<file path="src/rtl/playbus_pkg.sv">
// Shared types for the PlayBus transfer sequencer: FSM states, source/sink
// codes and the request legality check.
package playbus_pkg;

  typedef enum logic [2:0] {
    S_IDLE,
    S_SETUP,
    S_STROBE,
    S_HOLD,
    S_GAP,
    S_DONE
  } state_e;

  typedef enum logic [1:0] {
    SRC_NONE = 2'b00,
    SRC_ROM  = 2'b01,
    SRC_RAM  = 2'b10,
    SRC_SW   = 2'b11
  } src_e;

  typedef enum logic [1:0] {
    DST_NONE = 2'b00,
    DST_RAM  = 2'b01,
    DST_LED  = 2'b10
  } dst_e;

  // Count is passed zero-extended so the check works for any ADDR_W.
  localparam int CNT_ARG_W = 16;

  // A RAM-to-RAM move would need RAMO and RAMW together, which the bus cannot do.
  function automatic logic req_legal(input logic [1:0]           s,
                                     input logic [1:0]           d,
                                     input logic [CNT_ARG_W-1:0] c);
    logic dst_ok;
    dst_ok = (d == DST_RAM) || (d == DST_LED);
    return (s != SRC_NONE) && dst_ok && (c != '0) &&
           !((s == SRC_RAM) && (d == DST_RAM));
  endfunction

endpackage

</file>
<file path="src/rtl/playbus_seq.sv">
// Break-before-make bus transfer sequencer: moves 1..8 words from one PlayBus
// source to one sink, generating the enables, strobes and address.
//
// state    | meaning
// ---------+-----------------------------------------------------------
// S_IDLE   | waiting for go; operands latched on a legal request
// S_SETUP  | source enabled, address settling
// S_STROBE | source enabled, sink strobe high for one cycle
// S_HOLD   | source still enabled after the capture edge
// S_GAP    | bus idle for GAP cycles; address/count advance on the last
// S_DONE   | one-cycle done pulse, then back to idle
module playbus_seq
  import playbus_pkg::*;
#(
  parameter int ADDR_W = 3,
  parameter int GAP    = 1
) (
  input  logic              clk,
  input  logic              n_reset,
  input  logic              go,
  input  logic              abort,
  input  logic [1:0]        src,
  input  logic [1:0]        dst,
  input  logic [ADDR_W-1:0] start_addr,
  input  logic [ADDR_W:0]   count,
  output logic [ADDR_W-1:0] address,
  output logic              ROMO,
  output logic              RAMO,
  output logic              SWBEN,
  output logic              RAMW,
  output logic              LEDLTCH,
  output logic              busy,
  output logic              done,
  output logic              err
);

  localparam int CNT_W = ADDR_W + 1;

  state_e           state, state_nx;
  logic [1:0]       src_q, dst_q;
  logic [1:0]       src_sel, dst_sel;
  logic [CNT_W-1:0] words_q;
  logic [1:0]       gap_cnt;
  logic             accept, reject, last_gap;
  logic             oe_nx, stb_nx;

  always_comb begin
    state_nx = state;
    accept   = 1'b0;
    reject   = 1'b0;
    last_gap = 1'b0;
    case (state)
      S_IDLE: begin
        if (go) begin
          if (req_legal(src, dst, CNT_ARG_W'(count))) begin
            accept   = 1'b1;
            state_nx = S_SETUP;
          end else begin
            reject = 1'b1;
          end
        end
      end
      S_SETUP:  state_nx = S_STROBE;
      S_STROBE: state_nx = S_HOLD;
      S_HOLD:   state_nx = S_GAP;
      S_GAP: begin
        if (gap_cnt == 2'd0) begin
          last_gap = 1'b1;
          state_nx = (words_q == CNT_W'(1)) ? S_DONE : S_SETUP;
        end
      end
      S_DONE:   state_nx = S_IDLE;
      default:  state_nx = S_IDLE;
    endcase

    // Abort freezes the address, so the gap-end advance is suppressed too.
    if (abort && (state != S_IDLE)) begin
      state_nx = S_IDLE;
      last_gap = 1'b0;
    end

    // Outputs are registered from the next state, so a fresh request must
    // select its source straight from the inputs on the accepting edge.
    src_sel = accept ? src : src_q;
    dst_sel = accept ? dst : dst_q;
    oe_nx   = (state_nx == S_SETUP) || (state_nx == S_STROBE) || (state_nx == S_HOLD);
    stb_nx  = (state_nx == S_STROBE);
  end

  always_ff @(posedge clk) begin
    if (!n_reset) begin
      state   <= S_IDLE;
      src_q   <= SRC_NONE;
      dst_q   <= DST_NONE;
      words_q <= '0;
      gap_cnt <= 2'd0;
      address <= '0;
      ROMO    <= 1'b0;
      RAMO    <= 1'b0;
      SWBEN   <= 1'b0;
      RAMW    <= 1'b0;
      LEDLTCH <= 1'b0;
      busy    <= 1'b0;
      done    <= 1'b0;
      err     <= 1'b0;
    end else begin
      state <= state_nx;

      if (accept) begin
        src_q   <= src;
        dst_q   <= dst;
        words_q <= count;
        address <= start_addr;
        err     <= 1'b0;
      end else if (reject) begin
        err <= 1'b1;
      end

      if ((state_nx == S_GAP) && (state != S_GAP)) begin
        gap_cnt <= 2'(GAP - 1);
      end else if ((state == S_GAP) && (gap_cnt != 2'd0)) begin
        gap_cnt <= gap_cnt - 2'd1;
      end

      if (last_gap) begin
        address <= address + ADDR_W'(1);
        words_q <= words_q - CNT_W'(1);
      end

      ROMO    <= oe_nx && (src_sel == SRC_ROM);
      RAMO    <= oe_nx && (src_sel == SRC_RAM);
      SWBEN   <= oe_nx && (src_sel == SRC_SW);
      RAMW    <= stb_nx && (dst_sel == DST_RAM);
      LEDLTCH <= stb_nx && (dst_sel == DST_LED);
      busy    <= oe_nx || (state_nx == S_GAP);
      done    <= (state_nx == S_DONE);
    end
  end

endmodule

</file>
<file path="config.mk">
export PLATFORM = sky130hd
export DESIGN_NAME = playbus_seq
export DESIGN_NICKNAME = d
export VERILOG_FILES = /design/src/rtl/playbus_pkg.sv /design/src/rtl/playbus_seq.sv
export SDC_FILE = /design/constraint.sdc
export NUM_CORES = 1
export LEC_CHECK = 0
export ABC_AREA = 1
export CAP_MARGIN = 0
export CORE_AREA = 10 10 59 66
export DETAILED_ROUTE_END_ITERATION = 10
export DIE_AREA = 0 0 69 76
export DONT_BUFFER_PORTS = 1
export PLACE_DENSITY = 0.65
export SLEW_MARGIN = 20
export SYNTH_ARGS = -nofsm -noshare
export SYNTH_HDL_FRONTEND = slang
export SYNTH_SLANG_ARGS = --single-unit
</file>
<file path="constraint.sdc">
create_clock -name clk -period 3.2 [get_ports clk]
set_input_delay 0.96 -clock clk [delete_from_list [all_inputs] [get_ports clk]]
set_output_delay 0.96 -clock clk [all_outputs]
set_load 0.01 [all_outputs]
</file>
; After elaboration in Yosys (flattened, before gate mapping)
; Cells that the tools add are included.
; Widths: inputs -> output; s select.
[classes]
add_sub_neg = 3
multipliers = 0
n_div = 0
order_cmp = 0
eq_ne = 19
shift = 0
muxes = 21
bitwise = 1
n_reduce_logical = 26
[ops]
columns = operator, count
row1 = $mux 3, 7
row2 = $pmux 3 s5, 1
row3 = $eq 3x2->1 const B, 4
row4 = $logic_and 1x1->1, 12
row5 = $eq 2x2->1 const B, 5
row6 = $eq 3x3->1 const B, 3
row7 = $mux 1, 9
row8 = $mux 4, 2
row9 = $eq 2x1->1 const B, 3
row10 = $eq 3x1->1 const B, 2
row11 = $reduce_bool 2->1, 3
row12 = $eq 4x1->1 const B, 1
row13 = $logic_or 1x1->1, 4
row14 = $mux 2, 2
row15 = $reduce_bool 4->1, 1
row16 = $reduce_or 2->1, 2
row17 = $sub 4x1->4 const B, 1
row18 = $add 3x1->3 const B, 1
row19 = $logic_not 3->1, 1
row20 = $ne 3x3->1 const B, 1
row21 = $reduce_bool 3->1, 1
row22 = $logic_not 2->1, 1
row23 = $sub 2x1->2 const B, 1
row24 = $logic_not 1->1, 1
row25 = $not 1->1, 1
[totals]
register_bits = 24
latchBits = 0
ramBits = 0
romBits = 0
inputBits = 15
out_inout_bits = 11
elab_cells = 84
mem_count = 0

; Logic depth before layout (Yosys ltp)
; Gate-level depths: netlist (run 1).
[logic_depth]
word_depth = 13
mapped_depth = 12
depth_no_buf = 11

; Least setup slack after synthesis (run 1)
; OpenSTA, ideal clock, no wires.
[synth_path]
kind = input -> register
start = input port dst[1]
end = register ROMO
setup_time_ns = 0.117
arrival_ns = 1.925
required_ns = 3.083
path_slack_ns = 1.158
path_stages = 9
path_cell_list = inv_1 > ha_1 > a21oi_1 > nand3_2 > buf_6 > o21ai_2 > nor2_2 > nand2_1 > nor2_1
[synth_between]
elab_chain_len = 13
[synth_rtl]
columns = item, line
row1 = from (decl), playbus_seq.sv:23  ; input logic [1:0] dst,
row2 = $eq 2x1->1 or $eq 2x2->1 (tied branches), "playbus_pkg.sv:35, playbus_pkg.sv:37"
row3 = $logic_or 1x1->1, playbus_pkg.sv:35  ; dst_ok = (d == DST_RAM) || (d == DST_LED);
row4 = $logic_and 1x1->1 (2 in a row), playbus_pkg.sv:36  ; return (s != SRC_NONE) && dst_ok && (c != '0) &&
row5 = $logic_and 1x1->1 *, playbus_pkg.sv:36
row6 = $mux 3, playbus_seq.sv:55  ; if (req_legal(src, dst, CNT_ARG_W'(count))) begin
row7 = $mux 3, playbus_seq.sv:54  ; if (go) begin
row8 = $pmux 3 s5, playbus_seq.sv:52  ; case (state)
row9 = $mux 3, playbus_seq.sv:77  ; if (abort && (state != S_IDLE)) begin
row10 = $eq 3x1->1 or $eq 3x2->1 (tied branches), playbus_seq.sv:86  ; oe_nx = (state_nx == S_SETUP) || (state_nx == S_STROBE) || (state_nx == S_HOLD);
row11 = $logic_or 1x1->1 (2 in a row), playbus_seq.sv:86
row12 = $logic_and 1x1->1 *, playbus_seq.sv:130  ; ROMO <= oe_nx && (src_sel == SRC_ROM);
row13 = to (signal assigned), playbus_seq.sv:130
row14 = to (decl), playbus_seq.sv:27  ; output logic ROMO,
; Mark *: on every way between the ends. The rest lies on a longest branch, timed or not.
; A chain may end at the register's enable or synchronous reset.

; Worst setup path in the final report (run 1)
[layout_path]
start = input port dst[1]
end = register RAMW
[layout_between]
elab_chain_len = 11
[layout_rtl]
columns = item, line
row1 = $eq 2x1->1 or $eq 2x2->1 (tied branches), "playbus_pkg.sv:35, playbus_pkg.sv:37"
row2 = $logic_or 1x1->1, playbus_pkg.sv:35
row3 = $logic_and 1x1->1 (3 in a row), playbus_pkg.sv:36
row4 = $mux 3 or $mux 1 (tied branches), playbus_seq.sv:55
row5 = $mux 3 or $mux 1 (tied branches), playbus_seq.sv:54
row6 = $pmux 3 s5 or $mux 1 (tied branches), playbus_seq.sv:52
row7 = $mux 3 or $mux 2 (tied branches), n/a
row8 = $eq 3x2->1 or $eq 2x1->1 (tied branches), "playbus_seq.sv:87, playbus_seq.sv:133"
row9 = $logic_and 1x1->1 *, playbus_seq.sv:133  ; RAMW <= stb_nx && (dst_sel == DST_RAM);
row10 = to (signal assigned), playbus_seq.sv:133
row11 = to (decl), playbus_seq.sv:30  ; output logic RAMW,
; Marks and branches as above.

==> run_results.csv, run 1 <==
group,metric,value,unit
detailed_routing,first_pass_iters,4,
run,drv_cap,0,
die,dieArea,5244,µm²
critical_path,worst-r2r-cell-count,9,
global_route,antenna_found_initial,0,
cts,cts_max_level,1,
die,die_width,69,µm
power_and_ir_drop,seqPwrFrac,0.535,
global_route,overflow,0,
cts,tritoncts,"built",
placement,portBuffers,0,
detailed_routing,drt_iter0_drc,35,
critical_path,criticalPathCategory,"in -> reg",
timing,max_freq,0.4755,GHz
power_and_ir_drop,power_density,486.1,nW/µm²
critical_path,startpoint_type,"primary input",
placement,hpwl,1980,µm
critical_path,path_cells,"inv_1, ha_1, a21oi_1, nand3_2, inv_1, nand2_1, nand2_1, nand2_1, nor3_2",
yosys,async_flop_share,0,
timing,slew_violations,0,
cts,cts_buffers,3,
yosys,synth_edf_count,0,
yosys,synth_area,1154,µm²
detailed_routing,avgViaCountPerCell,4.974,
yosys,syn-num-nets,176,
cts,clkTransAtPathRegs,0.13,ns
finish,nets,179,
die,start_util,0.4349,
timing,relSlewSlack,0.6962,
yosys,synth_seq_area_share,0.4165,
critical_path,cp_max_fo,12,
power_and_ir_drop,ir_worst_vdd,233.7,µV
timing,setup_violations,0,
die,die_y,76,µm
detailed_routing,dr_total_vias,950,
yosys,netlist_instances,156,
critical_path,cp_common_cell,"nand2_1",
power_and_ir_drop,p_int,458.5,µW
cts,insertion_delay,0.31,ns
detailed_routing,wl_per_cell,12.87,µm
power_and_ir_drop,power.total,599.1,µW
status,status,"finished, final reports clean",
detailed_routing,drt-total-wl,2458,µm
timing,rsz0062_at_grt,"false",
yosys,ys_ff_latch,24,
cts,cts_sinks,24,
cts,cts_setup_buffers,0,
yosys,synthMostInstantiatedCell,"nand2_1",
yosys,syn_area_per_cell,7.395,µm²
finish,area_growth_syn_to_layout,6.833,%
timing,worst_slew_pin_slew,0.4552,ns
global_route,grt_first_pass_wirelength,4305,µm
power_and_ir_drop,swShare,0.2346,
finish,nFillCells,294,
cts,clockRootBuffer,"clkbuf_4",
timing,min_period,2.103,ns
critical_path,crit_path_top_delay_cell,"inv_1",
yosys,ys.flop_type,"dfxtp_1",
yosys,synthTopCellsByArea,"dfxtp_1 (42%), nand2_1 (11%), inv_1 (8.5%)",
detailed_routing,postRouteAntennaNets,0,
placement,place_area,1180,µm²
placement,placed_cells,187,
min_path,hold_depth,2,
cts,hold_buffers,0,
timing,tns,0,ns
finish,finalNonFillerCells,191,
timing,finalCritPeriodShare,0.6572,
yosys,synth_top_area_share,0.4165,
timing,hold_viol,0,
finish,diodes,0,
die,ios,26,
power_and_ir_drop,p_leak,0.5410,nW
min_path,hp-class,"reg -> reg",
detailed_routing,drc_errors,0,
yosys,synth.distinct_cells,24,
timing,finalClockSkew,0.008724,ns
power_and_ir_drop,p_clk_frac,0.360,
global_route,grtUsageTotal,0.09556,
finish,stdcell_area,1232,µm²
power_and_ir_drop,p_comb_frac,0.106,
yosys,yosysTopAreaCell,"dfxtp_1",
placement,gp_congestion,0.7858,
die,row_count,20,
critical_path,end_kind,"register",
cts,clockBufferDepth,2,
critical_path,crit_arrival,2.36,ns
global_route,grt_pass1_vias,965,
global_route,grt_max_degree,15,
die,fp.coreArea,2653,µm²
critical_path,cp.required,3.46,ns
yosys,ys_warn_count,0,
critical_path,crit_path_max_incr_delay,0.31,ns
power_and_ir_drop,switching_power,140.6,µW
yosys,synthTopCellsByCount,"nand2_1 (35), inv_1 (26), dfxtp_1 (24)",
cts,cts.repair.resized,0,
finish,drive_gt1_frac,0.1139,
## flip-flops by register name, indices dropped and copies added, names as in the netlist, 2 cells and up
signal	count
dst_q	2
gap_cnt	2
address	3
src_q	2
state	3
words_q	4
## per-layer routing
| layer | vias to the layer above | global-route usage | share of wire |
|---|---|---|---|
| met5 | - | 0 | 0 |
| met4 | 0 | 0.04839 | 0.024 |
| met3 | 4 | 0.03906 | 0.084 |
| met2 | 24 | 0.1593 | 0.48 |
| met1 | 429 | 0.1004 | 0.41 |
| li1 | 493 | - | - |
## logic make-up after synthesis
family / share of synthesized area
xor+xnor: 0.01519
simple gates: 0.3015
buf+inv: 0.1041
fa+ha+maj: 0.05423
flops: 0.4165
compound gates: 0.1085
## final cells by class
class                   count  area, µm²  area share
multi-input cells         102      553.0      0.4487
clock inverters             1      30.03     0.02437
inverters                  28      105.1     0.08528
clock buffers               3      22.52     0.01827
flip-flops and latches     24      480.5      0.3898
well taps                  33      41.29     0.03350
## worst max-delay path, delay by kind of cell
kind	cells	cell delay, ns
simple gates	5	0.63
compound gates	1	0.16
fa+ha+maj	1	0.26
buf+inv	2	0.35
## per-stage QoR
step                setup slack [ns]  utilization  hold WS, ns
floorplan                      1.158            -       0.4435
global placement              0.8382       0.4448       0.4561
detailed placement            0.7592       0.4448       0.4553
CTS                            1.101       0.4646       0.4743
global route                  0.9377       0.4646       0.5184
finish                         1.097       0.4646       0.4734
## placed cells by master, fill, tap and decap left out, types with 2 or more instances in the layout
| cell type | instances |
|---|---|
| nor3_2 | 2 |
| nor2_4 | 2 |
| a31oi_1 | 3 |
| nand3_1 | 9 |
| ha_1 | 5 |
| nand2_1 | 35 |
| dfxtp_1 | 24 |
| o21ai_2 | 3 |
| a22oi_1 | 2 |
| o21ai_0 | 4 |
| nor2_2 | 2 |
| inv_1 | 26 |
| clkbuf_4 | 3 |
| nand4_1 | 2 |
| a21oi_1 | 9 |
| inv_2 | 2 |
| xor2_1 | 2 |
| nor2_1 | 17 |
## power by group through the flow
stage	registers [mW]	logic, mW	clock network [mW]
global route	0.323	0.0747	0.232
finish	0.320	0.0633	0.216
floorplan	0.325	0.0556	0
global placement	0.327	0.0622	0
CTS	0.321	0.0640	0.220
detailed placement	0.327	0.0637	0
## final timing paths
| path | startpoint | to | slack (ns) |
|---|---|---|---|
| worst min register to register | words_q[1] | words_q[1] | 0.47 |
| worst max register to register | state[1] | RAMW | 1.45 |
| worst min-delay path | words_q[1] | words_q[1] | 0.47 |
| worst max-delay path | dst[1] | RAMW | 1.10 |
Power figures use the tool's default switching activity.
==> run 2: changes to the inputs <==
--- a/config.mk
+++ b/config.mk
@@ -11,7 +11,7 @@
 export DETAILED_ROUTE_END_ITERATION = 10
 export DIE_AREA = 0 0 69 76
 export DONT_BUFFER_PORTS = 1
-export PLACE_DENSITY = 0.65
+export PLACE_DENSITY = 0.67
 export SLEW_MARGIN = 20
 export SYNTH_ARGS = -nofsm -noshare
 export SYNTH_HDL_FRONTEND = slang
==> constraint.sdc (replaced) <==
create_clock -name clk -period 1.7 [get_ports clk]
set_input_delay 0.51 -clock clk [delete_from_list [all_inputs] [get_ports clk]]
set_output_delay 0.51 -clock clk [all_outputs]
set_load 0.01 [all_outputs]
==> run_results.csv, run 2 (same netlist as run 1, synthesis figures left out) <==
group,metric,value,unit
status,status,"finished, final reports clean",
min_path,hp-class,"in -> reg",
finish,post-route-util,0.4811,
finish,largest_reg_flops,4,
die,dieArea,5244,µm²
cts,insertion_delay,0.31,ns
global_route,grt_first_pass_wirelength,4243,µm
critical_path,timing.rr.start,"state[1]",
timing,timing.hold.ws,0.3222,ns
die,die_y,76,µm
finish,final_cell_mix,"nand2_1 (35), inv_1 (26), dfxtp_1 (24)",
die,ios,26,
timing,finalClockSkew,0.002201,ns
detailed_routing,first_pass_iters,4,
min_path,hold_depth,2,
min_path,min_from,"n_reset",
die,row_count,20,
critical_path,cp_common_cell,"nor2_4",
timing,finalCritPeriodShare,0.8863,
detailed_routing,dr_total_vias,971,
finish,nets,185,
die,start_util,0.4349,
finish,nFillCells,277,
critical_path,r2r_slack,0.19,ns
timing,setup_violations,0,
critical_path,worst-r2r-cell-count,8,
timing,max_freq,0.6637,GHz
timing,slew_violations,0,
finish,drive_gt1_frac,0.1524,
timing,worst_slew_pin_slew,0.4331,ns
detailed_routing,drc_errors,0,
critical_path,crit_start,"state[1]",
power_and_ir_drop,ir_worst_vdd,454.7,µV
detailed_routing,avgViaCountPerCell,4.929,
cts,cts_buffers,3,
critical_path,crit_arrival,1.75,ns
cts,cts_max_level,1,
timing,hold_viol,0,
timing,relSlewSlack,0.7109,
critical_path,criticalPathCategory,"reg -> reg",
critical_path,path_cells,"nor2_4, nand2_2, nor2_4, nand3_2, buf_4, o21ai_2, nand3_1, nor2_1",
timing,rsz0062_at_grt,"false",
finish,final_common_cell,"nand2_1",
placement,hpwl,2093,µm
detailed_routing,drt-total-wl,2465,µm
detailed_routing,postRouteAntennaNets,0,
global_route,overflow,0,
critical_path,reg2reg_to,"RAMO",
run,drv_cap,0,
power_and_ir_drop,power_density,813.2,nW/µm²
critical_path,end_kind,"register",
global_route,antenna_found_initial,0,
die,die_width,69,µm
die,fp.coreArea,2653,µm²
global_route,grt_pass1_vias,999,
cts,cts_sinks,24,
finish,diodes,0,
min_path,hold_end,"err",
cts,tritoncts,"built",
power_and_ir_drop,p_leak,0.5653,nW
power_and_ir_drop,power.total,1.038,mW
global_route,grtUsageTotal,0.09556,
global_route,grt_max_degree,15,
finish,reg_top3,"words_q (4), address (3), state (3)",
placement,gp_congestion,0.8463,
critical_path,crit_path_max_incr_delay,0.38,ns
cts,clockRootBuffer,"clkbuf_4",
critical_path,cp_max_fo,7,
cts,clockBufferDepth,2,
critical_path,crit_path_top_delay_cell,"dfxtp_1",
critical_path,cp.required,1.94,ns
cts,clkTransAtPathRegs,0.13,ns
placement,place_area,1237,µm²
finish,area_growth_syn_to_layout,10.63,%
finish,stdcell_area,1276,µm²
placement,portBuffers,0,
detailed_routing,wl_per_cell,12.51,µm
critical_path,startpoint_type,"register",
finish,regMostFlops,"words_q",
detailed_routing,drt_iter0_drc,26,
timing,min_period,1.507,ns
run 2: layout make-up:
class                      instances  area [µm²]  area share
clock buffer                       4       36.28     0.02843
inverter                          28       105.1     0.08235
sequential                        24       480.5      0.3765
multi-input combinational        102       555.5      0.4353
tap                               33       41.29     0.03235
timing repair buffer               6       57.56     0.04510
run 2: repair_timing:
item,in CTS,in global routing
setup buffers,0,0
gates resized for setup,0,1
endpoints found under the hold margin,0,0
hold buffers,0,0
endpoints found under the setup margin,0,2
run 2: how the worst max path moves through the flow:
stage           end  slack (ns)  depth (start not counted)
2_1_floorplan  ROMO        0.11                          9
3_3_place_gp   RAMO        0.01                          8
3_5_place_dp   RAMO       -0.10                          8
4_1_cts        busy        0.12                          9
5_1_grt        RAMO        0.03                          8
6_report       RAMO        0.19                          8
run 2: worst max-delay path, delay by kind of cell (launching register included):
kind                   cells  cell delay (ns)
AND/OR/NAND/NOR            6             0.70
flip-flops                 1             0.38
buffers and inverters      1             0.20
AO/OA/AOI/OAI              1             0.16
run 2: layer usage:
| metal | up-vias | wire length [µm] | GRT usage |
|---|---|---|---|
| li1 | 504 | - | - |
| met1 | 440 | 1008 | 0.09306 |
| met2 | 21 | 1262 | 0.1703 |
| met3 | 6 | 148 | 0.03776 |
| met4 | 0 | 45 | 0.04637 |
| met5 | - | 0 | 0 |
run 2: per-stage QoR:
stage,cells,setup slack (ns),TNS [ns]
floorplan,156,0.1079,0
global placement,193,0.01224,0
detailed placement,193,-0.1028,-0.5120
CTS,197,0.1246,0
global route,197,0.02931,0
finish,197,0.1933,0
run 2: report_power, final:
part	switching (mW)	total, mW	internal, mW
logic	0.0818	0.137	0.0557
registers	0.0190	0.603	0.584
clock network	0.166	0.297	0.131
